**src/rtl/fetch_redirect_ctrl.sv**
```systemverilog
// Fetch front-end sequencer: owns the fetch PC, arbitrates redirects, issues inst_sram
// requests and drops responses that belong to a path abandoned by a redirect.
module fetch_redirect_ctrl #(
    parameter logic [31:0] RESET_PC        = 32'h1c000000,
    parameter int unsigned MAX_OUTSTANDING = 2,
    parameter int unsigned CNT_W           = 2
) (
    input  logic        clk,
    input  logic        rst,
    input  logic        excep_en_i,
    input  logic [31:0] excep_pc_i,
    input  logic        ertn_en_i,
    input  logic [31:0] ertn_pc_i,
    input  logic        tlb_flush_en_i,
    input  logic [31:0] tlb_flush_pc_i,
    input  logic        branch_en_i,
    input  logic [31:0] branch_pc_i,
    input  logic        next_allowin_i,
    output logic        inst_sram_req_o,
    output logic [31:0] inst_sram_addr_o,
    input  logic        inst_sram_addr_ok_i,
    input  logic        inst_sram_data_ok_i,
    input  logic [31:0] inst_sram_rdata_i,
    output logic        to_if_valid_o,
    output logic [31:0] to_if_pc_o,
    output logic [31:0] to_if_inst_o,
    output logic        busy_o
);

    localparam int unsigned PTR_W = (MAX_OUTSTANDING > 1) ? $clog2(MAX_OUTSTANDING) : 1;

    typedef enum logic [1:0] {SrcExcep, SrcErtn, SrcTlb, SrcBranch} src_e;
    typedef enum logic [1:0] {StRun, StRedirHold, StDrain} state_e;

    logic [31:0]      pc_q, pc_d;
    logic             pending_vld_q, pending_vld_d;
    logic [31:0]      pending_pc_q, pending_pc_d;
    src_e             pending_src_q, pending_src_d;
    logic [CNT_W-1:0] inflight_q, inflight_d;
    logic [CNT_W-1:0] cancel_q, cancel_d;
    logic [PTR_W-1:0] wptr_q, wptr_d;
    logic [PTR_W-1:0] rptr_q, rptr_d;
    logic [31:0]      fifo_q [MAX_OUTSTANDING];
    state_e           state_q, state_d;

    logic             redir_vld;
    logic [31:0]      redir_pc;
    src_e             redir_src;
    logic             branch_blocked;
    logic             accept;
    logic             resp_vld;
    logic             resp_drop;

    function automatic logic [PTR_W-1:0] ptr_inc(input logic [PTR_W-1:0] p);
        return (p == PTR_W'(MAX_OUTSTANDING - 1)) ? '0 : p + 1'b1;
    endfunction

    // A branch may not displace a held higher-priority redirect.
    always_comb begin
        branch_blocked = pending_vld_q && (pending_src_q != SrcBranch);
        redir_vld      = 1'b1;
        redir_pc       = excep_pc_i;
        redir_src      = SrcExcep;
        if (excep_en_i) begin
            redir_pc  = excep_pc_i;
            redir_src = SrcExcep;
        end else if (ertn_en_i) begin
            redir_pc  = ertn_pc_i;
            redir_src = SrcErtn;
        end else if (tlb_flush_en_i) begin
            redir_pc  = tlb_flush_pc_i;
            redir_src = SrcTlb;
        end else if (branch_en_i && !branch_blocked) begin
            redir_pc  = branch_pc_i;
            redir_src = SrcBranch;
        end else begin
            redir_vld = 1'b0;
            redir_pc  = branch_pc_i;
            redir_src = SrcBranch;
        end
    end

    always_comb begin
        inst_sram_req_o  = next_allowin_i && (inflight_q < CNT_W'(MAX_OUTSTANDING)) && !rst;
        inst_sram_addr_o = redir_vld     ? redir_pc     :
                           pending_vld_q ? pending_pc_q : pc_q;
        accept           = inst_sram_req_o && inst_sram_addr_ok_i;
        // data_ok with nothing in flight is a protocol violation and is ignored.
        resp_vld         = inst_sram_data_ok_i && (inflight_q != '0);
        // A response returning in a redirect cycle is itself old-path.
        resp_drop        = redir_vld || (cancel_q != '0);
        to_if_valid_o    = resp_vld && !resp_drop;
        to_if_pc_o       = fifo_q[rptr_q];
        to_if_inst_o     = inst_sram_rdata_i;
        busy_o           = (inflight_q != '0) || (state_q == StRedirHold);
    end

    always_comb begin
        pc_d          = accept ? inst_sram_addr_o + 32'd4 : pc_q;
        pending_vld_d = pending_vld_q;
        pending_pc_d  = pending_pc_q;
        pending_src_d = pending_src_q;
        if (accept) begin
            pending_vld_d = 1'b0;
        end else if (redir_vld) begin
            pending_vld_d = 1'b1;
            pending_pc_d  = redir_pc;
            pending_src_d = redir_src;
        end

        inflight_d = inflight_q + CNT_W'(accept) - CNT_W'(resp_vld);

        // Everything still in flight at a redirect is stale; the FIFO drains naturally.
        if (redir_vld) begin
            cancel_d = inflight_q - CNT_W'(resp_vld);
        end else if (resp_vld && (cancel_q != '0)) begin
            cancel_d = cancel_q - 1'b1;
        end else begin
            cancel_d = cancel_q;
        end

        wptr_d = accept   ? ptr_inc(wptr_q) : wptr_q;
        rptr_d = resp_vld ? ptr_inc(rptr_q) : rptr_q;

        if (pending_vld_d) begin
            state_d = StRedirHold;
        end else if (cancel_d != '0) begin
            state_d = StDrain;
        end else begin
            state_d = StRun;
        end
    end

    always_ff @(posedge clk or posedge rst) begin
        if (rst) begin
            pc_q          <= RESET_PC;
            pending_vld_q <= 1'b0;
            pending_pc_q  <= '0;
            pending_src_q <= SrcBranch;
            inflight_q    <= '0;
            cancel_q      <= '0;
            wptr_q        <= '0;
            rptr_q        <= '0;
            state_q       <= StRun;
            for (int i = 0; i < int'(MAX_OUTSTANDING); i++) begin
                fifo_q[i] <= '0;
            end
        end else begin
            pc_q          <= pc_d;
            pending_vld_q <= pending_vld_d;
            pending_pc_q  <= pending_pc_d;
            pending_src_q <= pending_src_d;
            inflight_q    <= inflight_d;
            cancel_q      <= cancel_d;
            wptr_q        <= wptr_d;
            rptr_q        <= rptr_d;
            state_q       <= state_d;
            if (accept) begin
                fifo_q[wptr_q] <= inst_sram_addr_o;
            end
        end
    end

endmodule
```
**config.mk**
```make
export PLATFORM = sky130hd
export DESIGN_NAME = fetch_redirect_ctrl
export DESIGN_NICKNAME = d
export VERILOG_FILES = /design/src/rtl/fetch_redirect_ctrl.sv
export SDC_FILE = /design/constraint.sdc
export NUM_CORES = 1
export LEC_CHECK = 0
export ABC_AREA = 1
export BUFFER_PORTS_ARGS = -buffer_cell sky130_fd_sc_hd__buf_4
export CORE_UTILIZATION = 40
export CTS_CLUSTER_DIAMETER = 120
export DETAILED_ROUTE_END_ITERATION = 10
export GPL_ROUTABILITY_DRIVEN = 1
export PLACE_DENSITY_LB_ADDON = 0.3
export REMOVE_ABC_BUFFERS = 1
export SLEW_MARGIN = 20
export SYNTH_ARGS = -nofsm -noshare
export SYNTH_HDL_FRONTEND = slang
export SYNTH_SLANG_ARGS = --single-unit
```
**constraint.sdc**
```tcl
create_clock -name clk -period 6.6 [get_ports clk]
set_input_delay 1.32 -clock clk [delete_from_list [all_inputs] [get_ports clk]]
set_output_delay 1.32 -clock clk [all_outputs]
set_load 0.01 [all_outputs]
```
==> results.py, run 1 <==
metrics = {
    "timing": {
        "drv_slew": 0,
        "worstMarginPinSlew_ns": 1.08,
        "setup_tns_ns": 0,
        "fmax_mhz": 215,
        "setup_viol": 0,
        "finalCritPeriodShare": 0.706,
        "fin_ws_ns": 1.94,
        "finClkSkew_ns": 0.00709,
        "slew_headroom": 0.280,
        "fin_crit_ns": 4.66,
        "timing.hold.ws_ns": 0.479,
        "rsz0062_at_grt": "no",
        "final_hold_viol_count": 0,
    },
    "cts": {
        "htreeDepth": 4,
        "cts_resized": 0,
        "post_cts_buffers": 0,
        "cts.sinks": 138,
        "clk_pin_slew_ns": 0.06,
        "root_buffer": "clkbuf_16",
        "holdBufCountCts": 0,
        "clkLatencyLatePin_ns": 0.42,
        "clockBufferDepth": 2,
        "cts_buffers": 17,
        "cts_tree": "done",
    },
    "logic_synthesis": {
        "yosysMostFrequentCell": "nand2_1",
        "yosysUniqueCellTypes": 42,
        "ys_ff_latch": 138,
        "seq_area_frac_synth": 0.380,
        "ys_dominant_reg_cell": "dfrtp_1",
        "yosysTopAreaCellShare": 0.365,
        "async_reset_ff_frac": 1.00,
        "ys_warn_count": 0,
        "syn_area_um2": 9110,
        "synth_top_area_cell": "dfrtp_1",
        "synth-edff-count": 0,
        "netlist_top_cells_area": "dfrtp_1 (37%), nand2_1 (23%), inv_1 (6.0%)",
        "synth_common_cells": "nand2_1 (560), inv_1 (146), dfrtp_1 (133), o21ai_0 (109), nor2_1 (106)",
        "synth_cells": 1370,
        "synth_area_per_cell_um2": 6.65,
    },
    "floorplan": {
        "start_util": 0.412,
        "core_um2": 22100,
        "fp.dieH_um": 153,
        "die-area_um2": 23400,
        "rows": 54,
        "die_w_um": 153,
        "pin_count": 268,
    },
    "pwr": {
        "net-switching-power_mw": 1.28,
        "power_mw": 3.62,
        "internal_power_mw": 2.34,
        "ir_drop_mv": 0.139,
        "swShare": 0.354,
        "comb_power_share": 0.352,
        "power_density_nw_per_um2": 328,
        "p_leak_nw": 6.05,
        "p_clk_frac": 0.274,
        "pwr-share-seq": 0.374,
    },
    "worst_setup_path": {
        "crit_slowest_cell": "buf_4",
        "worstSetupStartpoint": "excep_en_i",
        "cp-start-kind": "primary input",
        "r2r-start": "state_q[0]",
        "ff2ff_setup_slack_ns": 3.29,
        "cpLargestDelayFamily": "buffers and inverters",
        "critPathMaxFanout": 57,
        "critical_path_class": "primary input to output port",
        "crit_chain": "buf_4 > inv_2 > nand2_8 > nor2_8 > nand2_8 > inv_8 > o211ai_1 > o21ai_0 > inv_1 > buf_4",
        "critical_path_required_ns": 5.28,
        "end_kind": "output port",
        "worst-path-buf-inv": 5,
        "slowest_delay_ns": 0.27,
        "arrival_ns": 3.34,
    },
    "hold_path": {
        "hold_path.class": "flip-flop to flip-flop",
        "hp-start": "pc_q[29]",
    },
    "cells_and_area": {
        "final_layout_size_suffix_gt1_frac": 0.212,
        "nNetsFinal": 1677,
        "antenna_cells": 0,
        "syn2layout_area_growth_pct": 21.3,
    },
    "routing": {
        "num_vias": 8678,
        "via_per_inst": 4.83,
        "routedWlPerCell_um": 14.9,
        "dr.pass1.iters": 5,
        "drc": 0,
        "drt_wl_total_um": 26700,
        "ant_nets": 0,
        "drt-initial-drc-count": 593,
    },
    "grt": {
        "grtUsageTotal": 0.233,
        "grt_pass1_wl_um": 42800,
        "grt_pass1_vias": 8017,
        "grt_max_degree": 78,
        "antenna_found_initial": 0,
        "gr-total-overflow": 0,
    },
    "placement": {
        "dp_hpwl_um": 19900,
        "routabilityCongestion": 0.844,
        "place_ws_ns": 1.94,
        "portBuffers": 203,
    },
    "run_status": {
        "status": "finished clean",
    },
    "job": {
        "drv_cap": 0,
    },
}
[cells in the final DEF, fill, tap and decap left out, types with 7 or more instances in the layout]
cell	instances
a31oi_1	27
buf_4	211
clkbuf_16	17
dfrtp_1	133
inv_1	145
nand2_1	560
nand2_2	31
nand3_1	66
nand3_2	7
nor2_1	106
nor2_2	17
o21ai_0	109
xor2_1	7
[power groups by stage]
stage               combinational (mW)  clock (mW)  sequential, mW
floorplan                        0.740           0            1.34
global placement                  1.26           0            1.36
detailed placement                1.29           0            1.36
CTS                               1.29        1.00            1.35
global route                      1.45        1.04            1.40
finish                            1.28       0.992            1.36
[area by class of cell]
cell class | count | area (µm²)
Inverter | 156 | 606
Fill cell | 2246 | 11000
Sequential cell | 138 | 3460
Tap cell | 280 | 350
Timing Repair Buffer | 211 | 1580
Multi-Input combinational cell | 979 | 4440
Clock buffer | 22 | 474
Clock inverter | 10 | 141
[through the flow]
stage | area (µm²) | cells | util
6_report | 11100 | 1796 | 0.500
5_1_grt | 11100 | 1796 | 0.500
4_1_cts | 11100 | 1796 | 0.500
3_5_place_dp | 10400 | 1764 | 0.472
3_3_place_gp | 10400 | 1764 | 0.472
2_1_floorplan | 8500 | 1273 | -
[worst paths after layout]
| path | to | cells after the start |
|---|---|---|
| max in group asynchronous | pc_q[22] | 3 |
| hold reg to reg | pc_q[29] | 2 |
| setup / recovery | inst_sram_addr_o[31] | 10 |
| setup reg to reg | pending_pc_q[4] | 9 |
| min in group asynchronous | fifo_q[1] | 2 |
| hold / removal | pc_q[29] | 2 |
[registers in the layout (all words and copies together), names as in the netlist, 2 cells and up]
signal         flops
fifo_q            64
pending_src_q      2
pc_q              32
state_q            2
pending_pc_q      32
cancel_q           2
inflight_q         2
[worst reg2reg max path: cells and delay by family (launching register included)]
| family | cells | cell delay (ns) |
|---|---|---|
| DFF | 1 | 0.33 |
| AOI/OAI and AO/OA | 1 | 0.05 |
| and+or+nand+nor | 5 | 1.25 |
| buffers and inverters | 3 | 1.56 |
[logic make-up after synthesis]
group | share of synthesized area
AO/OA/AOI/OAI | 0.0931
XOR/XNOR | 0.00961
adder cells (fa/ha/maj) | 0.00687
buffers and inverters | 0.133
flip-flops | 0.380
AND/OR/NAND/NOR | 0.378
[metal layers]
layer / part of all wire / GRT usage / vias to the layer above
met5: 0.0017 / 0.0186 / -
met4: 0.015 / 0.0731 / 2
met3: 0.074 / 0.0553 / 32
met2: 0.42 / 0.338 / 315
met1: 0.49 / 0.339 / 3881
li1: - / - / 4448
Power figures use the tool's default switching activity.
==> run 2: changes to the inputs <==
- clock period: 6.6 -> 4.9 ns (I/O delays scaled with it)
==> run 2 against run 1 <==
Against the previous run:
- setup slack worse by 0.87 ns
- cell count up 0.45%
- non-clock buffer count up 8
- register-to-register slack worse by 1.7 ns
- via count up 1.5%
- hold slack worse by 0.0044 ns
- critical endpoint unchanged
- largest cell class unchanged
==> results.py, run 2 (synthesis gave the netlist of run 1 again) <==
metrics = {
    "run_status": {
        "status": "finished clean",
    },
    "routing": {
        "ant_nets": 0,
        "drt-initial-drc-count": 560,
        "dr.pass1.iters": 6,
        "drt_wl_total_um": 27300,
        "routedWlPerCell_um": 15.1,
        "num_vias": 8808,
        "drc": 0,
        "via_per_inst": 4.88,
    },
    "grt": {
        "grt_pass1_vias": 8309,
        "gr-total-overflow": 0,
        "grt_pass1_wl_um": 43600,
        "grt_max_degree": 64,
        "grtUsageTotal": 0.239,
        "antenna_found_initial": 0,
    },
    "timing": {
        "finalCritPeriodShare": 0.782,
        "setup_viol": 0,
        "rsz0062_at_grt": "no",
        "final_hold_viol_count": 0,
        "fin_crit_ns": 3.83,
        "slew_headroom": 0.263,
        "drv_slew": 0,
        "fmax_mhz": 261,
        "finClkSkew_ns": 0.00726,
        "worstMarginPinSlew_ns": 1.10,
    },
    "cts": {
        "htreeDepth": 4,
        "cts_tree": "done",
        "holdBufCountCts": 0,
        "cts.sinks": 138,
        "clkLatencyLatePin_ns": 0.43,
        "clockBufferDepth": 2,
        "clk_pin_slew_ns": 0.06,
        "cts_resized": 0,
        "cts_buffers": 17,
        "root_buffer": "clkbuf_16",
        "post_cts_buffers": 0,
    },
    "cells_and_area": {
        "final_layout_size_suffix_gt1_frac": 0.217,
        "final_common_cell": "nand2_1",
        "syn2layout_area_growth_pct": 22.1,
        "regMostFlops": "fifo_q",
        "top_regs": "fifo_q: 64 flops, pc_q: 32 flops, pending_pc_q: 32 flops",
        "stdcell_area_um2": 11100,
        "fillers": 2238,
        "mostFrequentLayoutCells": "nand2_1 (560), buf_4 (219), inv_1 (145)",
        "fin_util": 0.504,
        "largest_register_ffs": 64,
        "antenna_cells": 0,
        "nNetsFinal": 1685,
    },
    "job": {
        "drv_cap": 0,
    },
    "pwr": {
        "ir_drop_mv": 0.182,
        "power_density_nw_per_um2": 442,
        "p_leak_nw": 6.11,
    },
    "worst_setup_path": {
        "critical_path_required_ns": 3.92,
        "cp-start-kind": "primary input",
        "worstSetupStartpoint": "excep_en_i",
        "r2r-start": "state_q[0]",
        "rr_worst_depth": 15,
        "r2r_end": "pc_q[30]",
        "arrival_ns": 2.85,
        "critical_path_class": "primary input to output port",
        "ff2ff_setup_slack_ns": 1.56,
        "cp-endpoint": "inst_sram_addr_o[31]",
        "critPathMaxFanout": 37,
        "end_kind": "output port",
    },
    "placement": {
        "place_area_um2": 10500,
        "portBuffers": 203,
        "dp_hpwl_um": 20700,
        "routabilityCongestion": 0.881,
    },
    "floorplan": {
        "die_w_um": 153,
        "pin_count": 268,
        "start_util": 0.412,
        "fp.dieH_um": 153,
        "die-area_um2": 23400,
        "rows": 54,
        "core_um2": 22100,
    },
    "hold_path": {
        "hold_path.class": "flip-flop to flip-flop",
    },
}
-- run 2: changes by cell type in the layout (fill, tap and decap cells not counted), sizes merged --
cell | before | now
bufinv | 3 | 4
clkinv | 9 | 12
clkinvlp | 2 | 0
inv | 152 | 154
buf | 211 | 219
clkbuf | 22 | 18
-- run 2: routing by layer --
| metal | global-route usage | share of wire | vias up |
|---|---|---|---|
| met1 | 0.338 | 0.48 | 3986 |
| met3 | 0.0686 | 0.077 | 27 |
| met5 | 0.0186 | 0.0023 | - |
| met2 | 0.356 | 0.43 | 332 |
| li1 | - | - | 4461 |
| met4 | 0.0601 | 0.012 | 2 |
-- run 2: stage by stage --
stage / setup TNS [ns] / setup slack [ns] / hold slack [ns] / power [mW] / instances
detailed placement: 0 / 1.08 / 0.458 / 3.57 / 1772
global route: 0 / 0.855 / 0.492 / 5.26 / 1804
global placement: 0 / 1.12 / 0.459 / 3.53 / 1772
CTS: 0 / 1.06 / 0.473 / 4.95 / 1804
finish: 0 / 1.07 / 0.474 / 4.92 / 1804
floorplan: -190.50 / -1.87 / 0.448 / 2.80 / 1273
-- run 2: worst min path at each step --
stage	cells past startpoint	from	endpoint
after global routing	2	pc_q[28]	pc_q[28]
after global placement	2	pc_q[28]	pc_q[28]
after detailed placement	2	pc_q[28]	pc_q[28]
after CTS	2	pc_q[26]	pc_q[26]
after floorplan	2	pc_q[26]	pc_q[26]
final	2	pc_q[26]	pc_q[26]
-- run 2: final cells by class --
cell class	count	area, µm²	share of cell area
flip-flops and latches	138	3460	0.311
clock buffers	18	429	0.0386
clock inverters	14	196	0.0177
inverters	156	606	0.0544
well taps	280	350	0.0315
multi-input cells	979	4440	0.399
repair buffers	219	1640	0.148
-- run 2: worst max-delay path: stages --
cell	delay, ns
buf_4	0.23
inv_2	0.19
nand2_8	0.09
nor2_8	0.24
nand2_8	0.21
inv_8	0.26
o211ai_1	0.11
o21ai_0	0.21
inv_1	0.11
buf_4	0.17
-- run 2: power by group --
part / internal, mW / total, mW / leakage [nW] / switching [mW]
Clock: 0.855 / 1.37 / 0.309 / 0.511
Combinational: 0.725 / 1.73 / 4.11 / 1.00
Sequential: 1.59 / 1.82 / 1.69 / 0.231
Total: 3.17 / 4.92 / 6.11 / 1.74
==> run 3: changes to the inputs <==
- clock period: 4.9 -> 3.8 ns (I/O delays scaled with it)
==> run 3 against run 2 <==
Against the previous run:
- final area up 0.51%
- cell count rose by 0.11%
- sequential power rose by 30%
- largest power group unchanged
- largest cell class unchanged
- critical path type unchanged
- sequential share of layout area is 0.16 points lower
- critical endpoint unchanged
- die area stayed put
- first-iteration DRC count is 2.5% lower
- non-clock buffer count grew 2
==> results.py, run 3 (synthesis gave the netlist of run 1 again) <==
metrics = {
    "run_status": {
        "status": "finished clean",
    },
    "timing": {
        "finalCritPeriodShare": 0.854,
        "fmax_mhz": 308,
        "final_hold_viol_count": 0,
        "fin_crit_ns": 3.25,
        "finClkSkew_ns": 0.0112,
        "slew_headroom": 0.449,
        "drv_slew": 0,
        "setup_viol": 0,
        "rsz0062_at_grt": "no",
        "fin_ws_ns": 0.553,
        "worstMarginPinSlew_ns": 0.821,
    },
    "worst_setup_path": {
        "cp-start-kind": "primary input",
        "arrival_ns": 2.49,
        "critPathMaxFanout": 37,
        "critical_path_required_ns": 3.04,
        "end_kind": "output port",
        "r2r_end": "pc_q[30]",
        "critical_path_class": "primary input to output port",
        "r2r-start": "state_q[0]",
        "ff2ff_setup_slack_ns": 1.06,
        "rr_worst_depth": 16,
    },
    "floorplan": {
        "core_um2": 22100,
        "pin_count": 268,
        "die-area_um2": 23400,
        "start_util": 0.412,
        "die_w_um": 153,
        "fp.dieH_um": 153,
        "rows": 54,
    },
    "cells_and_area": {
        "final_layout_size_suffix_gt1_frac": 0.218,
        "final_common_cell": "nand2_1",
        "nNetsFinal": 1687,
        "mostFrequentLayoutCells": "nand2_1 (560), buf_4 (219), inv_1 (145)",
        "antenna_cells": 0,
        "top_regs": "fifo_q: 64 flops, pc_q: 32 flops, pending_pc_q: 32 flops",
        "largest_register_ffs": 64,
        "regMostFlops": "fifo_q",
        "fin_util": 0.506,
        "syn2layout_area_growth_pct": 22.7,
    },
    "cts": {
        "clkLatencyLatePin_ns": 0.43,
        "cts_buffers": 17,
        "root_buffer": "clkbuf_16",
        "cts.sinks": 138,
        "post_cts_buffers": 0,
        "clockBufferDepth": 2,
        "holdBufCountCts": 0,
        "htreeDepth": 4,
        "clk_pin_slew_ns": 0.06,
        "cts_resized": 0,
        "cts_tree": "done",
    },
    "job": {
        "drv_cap": 0,
    },
    "placement": {
        "portBuffers": 203,
        "routabilityCongestion": 0.874,
        "dp_hpwl_um": 20800,
        "place_ws_ns": 0.419,
    },
    "pwr": {
        "power_density_nw_per_um2": 573,
        "ir_drop_mv": 0.294,
        "p_leak_nw": 6.13,
    },
    "routing": {
        "routedWlPerCell_um": 15.3,
        "drc": 0,
        "dr.pass1.iters": 5,
        "via_per_inst": 4.92,
        "drt_wl_total_um": 27600,
        "drt-initial-drc-count": 546,
        "num_vias": 8887,
        "ant_nets": 0,
    },
    "grt": {
        "antenna_found_initial": 0,
        "grt_pass1_wl_um": 44600,
        "grt_pass1_vias": 8390,
        "grtUsageTotal": 0.241,
        "gr-total-overflow": 0,
        "grt_max_degree": 64,
    },
    "hold_path": {
        "hold_path.class": "primary input to asynchronous set/reset pin",
    },
}
run 3: changes by cell type in the layout (fill, tap and decap cells not counted):
| cell | before | now |
|---|---|---|
| buf_12 | 0 | 2 |
| clkbuf_1 | 1 | 2 |
| clkbuf_8 | 0 | 2 |
| clkinv_4 | 5 | 2 |
| inv_6 | 3 | 6 |
| clkinv_2 | 3 | 0 |
run 3: metal layers:
layer | GRT usage | wire [µm] | vias up
met5 | 0.0186 | 63 | -
met4 | 0.0731 | 464 | 2
met3 | 0.0570 | 2120 | 35
met2 | 0.354 | 11700 | 357
met1 | 0.347 | 13300 | 4028
li1 | - | - | 4465
run 3: worst max-delay path by stage:
stage               depth (start not counted)                   end  slack, ns  startpoint
floorplan                                   7      pending_pc_q[10]      -2.75         rst
global placement                           18              pc_q[30]       0.51  excep_en_i
detailed placement                         18              pc_q[30]       0.42  excep_en_i
CTS                                        10  inst_sram_addr_o[31]       0.53  excep_en_i
global route                               10  inst_sram_addr_o[31]       0.42  excep_en_i
finish                                     10  inst_sram_addr_o[31]       0.55  excep_en_i
run 3: cell type report:
type,count,area (µm²)
Clock buffer,21,460
Clock inverter,11,181
Fill cell,2220,10900
Inverter,156,606
Multi-Input combinational cell,979,4440
Sequential cell,138,3460
Tap cell,280,350
Timing Repair Buffer,221,1680
run 3: critical path, cell delays in order:
cell      delay [ns]
buf_4           0.18
inv_2           0.16
nand2_8         0.08
nor2_8          0.24
nand2_8         0.22
inv_8           0.25
o211ai_1        0.11
o21ai_0         0.18
inv_1           0.11
buf_4           0.17
run 3: where the power goes:
group	switching, mW	internal, mW
Combinational	1.31	0.939
Clock	0.664	1.15
Sequential	0.301	2.05
run 3: stage by stage:
step	cell area, µm²	setup TNS, ns	hold WS, ns	power (mW)	std cells
after floorplan	8500	-309.96	0.448	3.61	1273
after global placement	10500	0	0.461	4.58	1774
after CTS	11200	0	0.290	6.45	1806
after global routing	11200	0	0.302	6.86	1806
after detailed placement	10500	0	0.465	4.62	1774
final	11200	0	0.288	6.41	1806
